### src/rtl/shift_reg_univ.sv
// shift_reg_univ: universal shift register with shift/rotate/load modes and counted LSB-first serial capture
module shift_reg_univ #(
  parameter int WIDTH = 8,
  parameter int CNT_W = $clog2(WIDTH + 1)
) (
  input  logic             clk_2,
  input  logic             reset,
  input  logic [2:0]       mode,
  input  logic             ser_in_r,
  input  logic             ser_in_l,
  input  logic [WIDTH-1:0] par_in,
  input  logic             start,
  output logic [WIDTH-1:0] q,
  output logic             ser_out_r,
  output logic             ser_out_l,
  output logic             busy,
  output logic             done
);
  localparam logic [1:0] IDLE    = 2'd0;
  localparam logic [1:0] CAPTURE = 2'd1;
  localparam logic [1:0] DONE    = 2'd2;
  logic [WIDTH-1:0] q_q, q_d;
  logic [1:0]       state_q, state_d;
  logic [CNT_W-1:0] cnt_q, cnt_d;
  always_comb begin
    q_d     = q_q;
    state_d = state_q;
    cnt_d   = cnt_q;
    if (state_q == IDLE) begin
      if (start) begin
        state_d = CAPTURE;
        cnt_d   = '0;
      end else begin
        case (mode)
          3'b001:  q_d = {ser_in_r, q_q[WIDTH-1:1]};
          3'b010:  q_d = {q_q[WIDTH-2:0], ser_in_l};
          3'b011:  q_d = {q_q[0], q_q[WIDTH-1:1]};
          3'b100:  q_d = {q_q[WIDTH-2:0], q_q[WIDTH-1]};
          3'b101:  q_d = par_in;
          3'b110:  q_d = {q_q[WIDTH-1], q_q[WIDTH-1:1]};
          default: q_d = q_q;
        endcase
      end
    end else if (state_q == CAPTURE) begin
      q_d     = {ser_in_r, q_q[WIDTH-1:1]};
      cnt_d   = cnt_q + CNT_W'(1);
      state_d = (cnt_q == CNT_W'(WIDTH - 1)) ? DONE : CAPTURE;
    end else begin
      state_d = IDLE;
    end
  end
  always_ff @(posedge clk_2) begin
    if (!reset) begin
      q_q     <= '0;
      state_q <= IDLE;
      cnt_q   <= '0;
    end else begin
      q_q     <= q_d;
      state_q <= state_d;
      cnt_q   <= cnt_d;
    end
  end
  assign q         = q_q;
  assign ser_out_r = q_q[0];
  assign ser_out_l = q_q[WIDTH-1];
  assign busy      = state_q == CAPTURE;
  assign done      = state_q == DONE;
endmodule

### config.mk
export PLATFORM = sky130hd
export DESIGN_NAME = shift_reg_univ
export DESIGN_NICKNAME = d
export VERILOG_FILES = /design/src/rtl/shift_reg_univ.sv
export SDC_FILE = /design/constraint.sdc
export NUM_CORES = 1
export LEC_CHECK = 0
export BUFFER_PORTS_ARGS = -buffer_cell sky130_fd_sc_hd__buf_4
export CAP_MARGIN = 25
export CORE_ASPECT_RATIO = 0.6
export CORE_UTILIZATION = 40
export DETAILED_ROUTE_END_ITERATION = 10
export PLACE_DENSITY = 0.66
export SLEW_MARGIN = 40
export SYNTH_ARGS = -nofsm -noshare
export SYNTH_HDL_FRONTEND = slang
export SYNTH_SLANG_ARGS = --single-unit
### constraint.sdc
create_clock -name clk_2 -period 1.2 [get_ports clk_2]
set_clock_uncertainty 0.05 [all_clocks]
set_input_delay 0.18 -clock clk_2 [delete_from_list [all_inputs] [get_ports clk_2]]
set_output_delay 0.18 -clock clk_2 [all_outputs]
set_load 0.01 [all_outputs]
# After elaboration in Yosys (flattened, before gate mapping)
# Cells that the tools add are included.
[totals] regBits=14 out_inout_bits=12
[op_classes] addsub=1 n_eq_ne=14 muxes=11 n_reduce_logical=5
[op_table] cell="$pmux 8 s6" count=1
[op_table] cell="$mux 8" count=3
[op_table] cell="$mux 4" count=3
[op_table] cell="$eq 3x3->1 const B" count=3
[op_table] cell="$mux 2" count=4
[op_table] cell="$ne 7x1->1 const B" count=1
[op_table] cell="$eq 3x2->1 const B" count=2
[op_table] cell="$ne 2x2->1 const B" count=3
[op_table] cell="$ne 6x1->1 const B" count=1
[op_table] cell="$add 4x1->4 const B" count=1
[op_table] cell="$eq 4x3->1 const B" count=1
[op_table] cell="$reduce_and 4->1" count=1
[op_table] cell="$eq 3x1->1 const B" count=1
[op_table] cell="$reduce_and 3->1" count=1
[op_table] cell="$eq 2x1->1 const B" count=1
[op_table] cell="$eq 2x2->1 const B" count=1
[op_table] cell="$logic_not 2->1" count=1
[op_table] cell="$reduce_and 2->1" count=1
[op_table] cell="$reduce_bool 2->1" count=1

# Logic depth before layout (Yosys ltp)
[logic_depth] depth_word=4 ltp_mapped=7 mapped_depth_nobuf=5

# Least setup slack after synthesis
# Ideal clock, no wire load.
[synth_timing] kind="reg2reg" start="register state_q[0]" end="register q_q[7] (netlist: q[7])" setup_time_ns=0.071 t_arrival_ns=1.199 slack_ns=-0.119 stages_incl_launch_ff=6 path_buffers=1 cell_sequence="dfxtp_1 > buf_6 > or2_4 > nor3_4 > o221ai_1 > a21oi_1"
[synth_between] elab_chain_len=3 word_cells_on_any_way=8 cone_classes="4 x eq/ne; 1 x mux; 3 x reduce/logical"
[synth_lines] element="start, declared" line="23" source="logic [1:0] state_q, state_d;"
[synth_lines] element="start signal, assigned" line="59" source="state_q <= state_d;"
[synth_lines] element="$logic_not 2->1 / $eq 2x1->1 (equally long branches)" line="29, 44"
[synth_lines] element="$ne 6x1->1 (no source line), or another cell as far along"
[synth_lines] element="$reduce_and 4->1 (no source line)"
[synth_lines] element="end signal, assigned" line="58" source="q_q <= q_d;"
[synth_lines] element="end, declared" line="22" source="logic [WIDTH-1:0] q_q, q_d;"
# Parallel ways exist; a longest one is shown, timed or not.
# A chain may end at the register's enable or synchronous reset.

# Final worst setup path
[layout_timing] start="register state_q[0]" end="register q_q[5] (netlist: q[5])"
[layout_between] elab_chain_len=3 word_cells_on_any_way=7 cone_classes="3 x eq/ne; 1 x mux; 3 x reduce/logical"
[layout_lines] element="$logic_not 2->1 / $eq 2x1->1 (equally long branches)" line="29, 44"
[layout_lines] element="$ne 7x1->1 (no source line), or another cell as far along"
[layout_lines] element="$reduce_and 3->1 (no source line)"
# Parallel ways exist; a longest one is shown, timed or not.

==> summary.txt <==
Run status
  • Status: finished, violations left
  • Failing checks: negative setup slack

Critical path
  • CP max stage cell: dfxtp_4
  • Crit Path Max Fanout: 6
  • CP peak stage delay: 360 ps
  • CP endpoint kind: register
  • CP required: between 1000 and 1500 ps
  • Crit start category: register
  • Arr. time, crit path: around 1500 ps
  • CP Class: register to register
  • CP Cell Sequence: or2_4 -> nor3_4 -> o221ai_1 -> a21oi_1

Yosys
  • Yosys warns: 0
  • Post-Syn Area per Cell: 8.189 um^2
  • Post-synth top area share: approximately 28%
  • Multiplexer share of the synthesized area: 3.230%
  • Adder-cell share of the synthesized area: 1.242%
  • FF+latch count, synth: 14
  • Synth Net Count: 140
  • Async SR Flop Fraction: 0%
  • Simple-gate share of the synthesized area: 25.59%
  • EDFF count, synth: 0
  • Gate Count Post-Synth: 123
  • Netlist cell types: 43
  • Post-synth top area cell: dfxtp_1
  • Largest cells by area after synthesis: dfxtp_1 (28%), nand2_1 (6.3%), o21ai_0 (5.0%), buf_6 (4.5%), nor2_1 (4.1%)
  • Compound-Gate Fraction of Synth Area: 31.93%
  • XOR/XNOR Fraction of Synth Area: 0.8696%
  • Synth Flop Type: dfxtp_1
  • Mapped Area: ~1000 um^2
  • Post-synthesis sequential area ratio: 27.83%
  • Main combinational cell family by area after synthesis: compound AO/OA/AOI/OAI gates

Global routing
  • Largest net degree at the start of global routing: 19
  • Vias in the first global route: slightly below 1000
  • First-pass GRT wire length: 4981 um
  • Grt total ovfl: 0
  • Initial antenna violation count: 0
  • Total global-route track usage: between 20% and 30%

Run
  • MaxCap Viol Count: 0

Routing
  • DRT Pass-1 Iters: 4
  • DRC errors left: 0
  • Via density: 5.823
  • Total wire length: ~3400 um
  • Via count: 1182
  • Iteration-0 DRC Markers: 85
  • Wirelength per Cell: 16.51 um
  • Post-route ant nets: 0

STA
  • Hold slack: 162.0 ps
  • Slew margin rel.: 74.89%
  • FMAX: approximately 0.75 GHz
  • Max-slew violations: 0
  • # setup viols final: 11
  • Slew @ Worst Pin: 376.2 ps
  • Final critical-path required period: 1333 ps
  • Final worst setup slack: -133.3 ps
  • Hold Vio Cnt, Final: 0
  • Final period util: 111.1%
  • RSZ-0062 raised after global routing: true

Pwr
  • Pleak: roughly 0.68 nW
  • Pwr dens: roughly 900 nW/um^2
  • Worst IR Drop VDD: approximately 0.72 mV
  • Final Total Pwr: 1.423 mW

Layout
  • Filler cells: between 150 and 200
  • Reg area: between 200 and 300 um^2
  • Area of the multi-input gates: 743.2 um^2
  • Commonest non-fill, non-tap cell in the layout: buf_4
  • P&R area growth vs syn: 56.15%
  • # diodes: 0
  • Layout cell share with drive strength beyond 1: between 50% and 60%
  • Fin cells: 203
  • Design Area, Final: between 1500 and 2000 um^2
  • Commonest cells after routing, fill and taps aside: buf_4 (55), nand2_1 (15), dfxtp_1 (10), nor2_1 (9), a21oi_1 (7)
  • # nets final: between 150 and 200

Floorplanning
  • Core area: 2277 um^2
  • Die H: 40.87 um
  • Std-Cell Rows: 13
  • Starting Density: 44.23%
  • Die W: 66.78 um
  • # IOs: 28
  • DIE AREA: 2729 um^2

Clock network
  • Clock buffer depth: 2
  • TritonCTS Sinks: 14
  • CTS Root Cell: clkbuf_8
  • Clock latency at the later pin of the worst-skew pair: 250 ps
  • CTS clk-pin slew, worst paths: roughly 60 ps
  • CTS H-tree lvls: 1
  • CTS Buf Count: 3
  • CTS tree: built

Placed design
  • I/O Buffers: 27
  • Dpl cell area: 1405 um^2
  • Dpl hpwl: 2415 um
  • Inst Count DP: 198
  • RD Place Congestion: 0.9118

Hold path
  • Worst hold path type: primary input to register
## final cells by class
type | instances | share of cell area, %
inverters | 2 | 0.4773
repair buffers | 58 | 28.96
well taps | 30 | 2.387
multi-input cells | 96 | 47.26
clock buffers | 3 | 2.625
flip-flops and latches | 14 | 18.30
## through the flow
stage               utilization (%)  TNS [ps]  setup WS (ps)
finish                        69.07    -877.1         -133.3
global route                  69.07     -1398         -187.9
CTS                           67.36    -630.0         -111.2
detailed placement            61.70     -1126         -184.8
global placement              61.70    -897.9         -181.9
floorplan                         -    -174.4         -36.04
## sequential cells by signal, indices dropped and copies added, names as in the netlist
signal   flops
state_q      2
cnt_q        4
q            8
## cells in the mapped netlist (3+ instances only)
library cell,number
buf_2,3
a21oi_1,7
buf_4,3
nand2_1,17
o221ai_1,3
o21ai_0,10
dfxtp_1,14
a32oi_1,4
a22oi_1,3
nor2_1,11
buf_6,4
o211ai_1,3
## critical path: cells and delay by family (launching register included)
family | cells | cell delay [ps]
compound gates | 2 | 330
simple gates | 2 | 520
flops | 1 | 360
## cells by family after synthesis
group,count (synthesis)
AND/OR/NAND/NOR,48
buffers and inverters,13
flip-flops,14
multiplexers,3
XOR/XNOR,1
adder cells (fa/ha/maj),1
AO/OA/AOI/OAI,43
## power by group
| part | total (mW) | switching [mW] | internal, mW |
|---|---|---|---|
| Combinational | 0.504 | 0.241 | 0.263 |
| Clock | 0.387 | 0.165 | 0.222 |
| Sequential | 0.532 | 0.0365 | 0.496 |
| Total | 1.42 | 0.442 | 0.981 |
## what timing repair did
action	CTS	global route
buffers inserted	2	1
hold buffers	0	0
endpoints found under the setup margin	11	16
pin swaps	9	2
resized for setup	19	7
## path summary, 6_finish.rpt
kind	from	endpoint	slack, ps	cells past startpoint
setup / recovery	state_q[0]$_SDFFE_PN0P_	q[5]$_SDFFE_PN0P_	-130	4
hold / removal	reset	q[1]$_SDFFE_PN0P_	160	3
setup reg to reg	state_q[0]$_SDFFE_PN0P_	q[5]$_SDFFE_PN0P_	-130	4
hold reg to reg	q[2]$_SDFFE_PN0P_	q[2]$_SDFFE_PN0P_	480	2
## per-layer routing
| layer | track usage (%) | vias to the layer above | part of all wire [%] |
|---|---|---|---|
| li1 | - | 563 | - |
| met1 | 36.87 | 546 | 47 |
| met2 | 40.66 | 62 | 42 |
| met3 | 6.111 | 11 | 9.3 |
| met4 | 10.11 | 0 | 2.2 |
| met5 | 0 | - | 0 |
(Power assumes the default switching activity.)
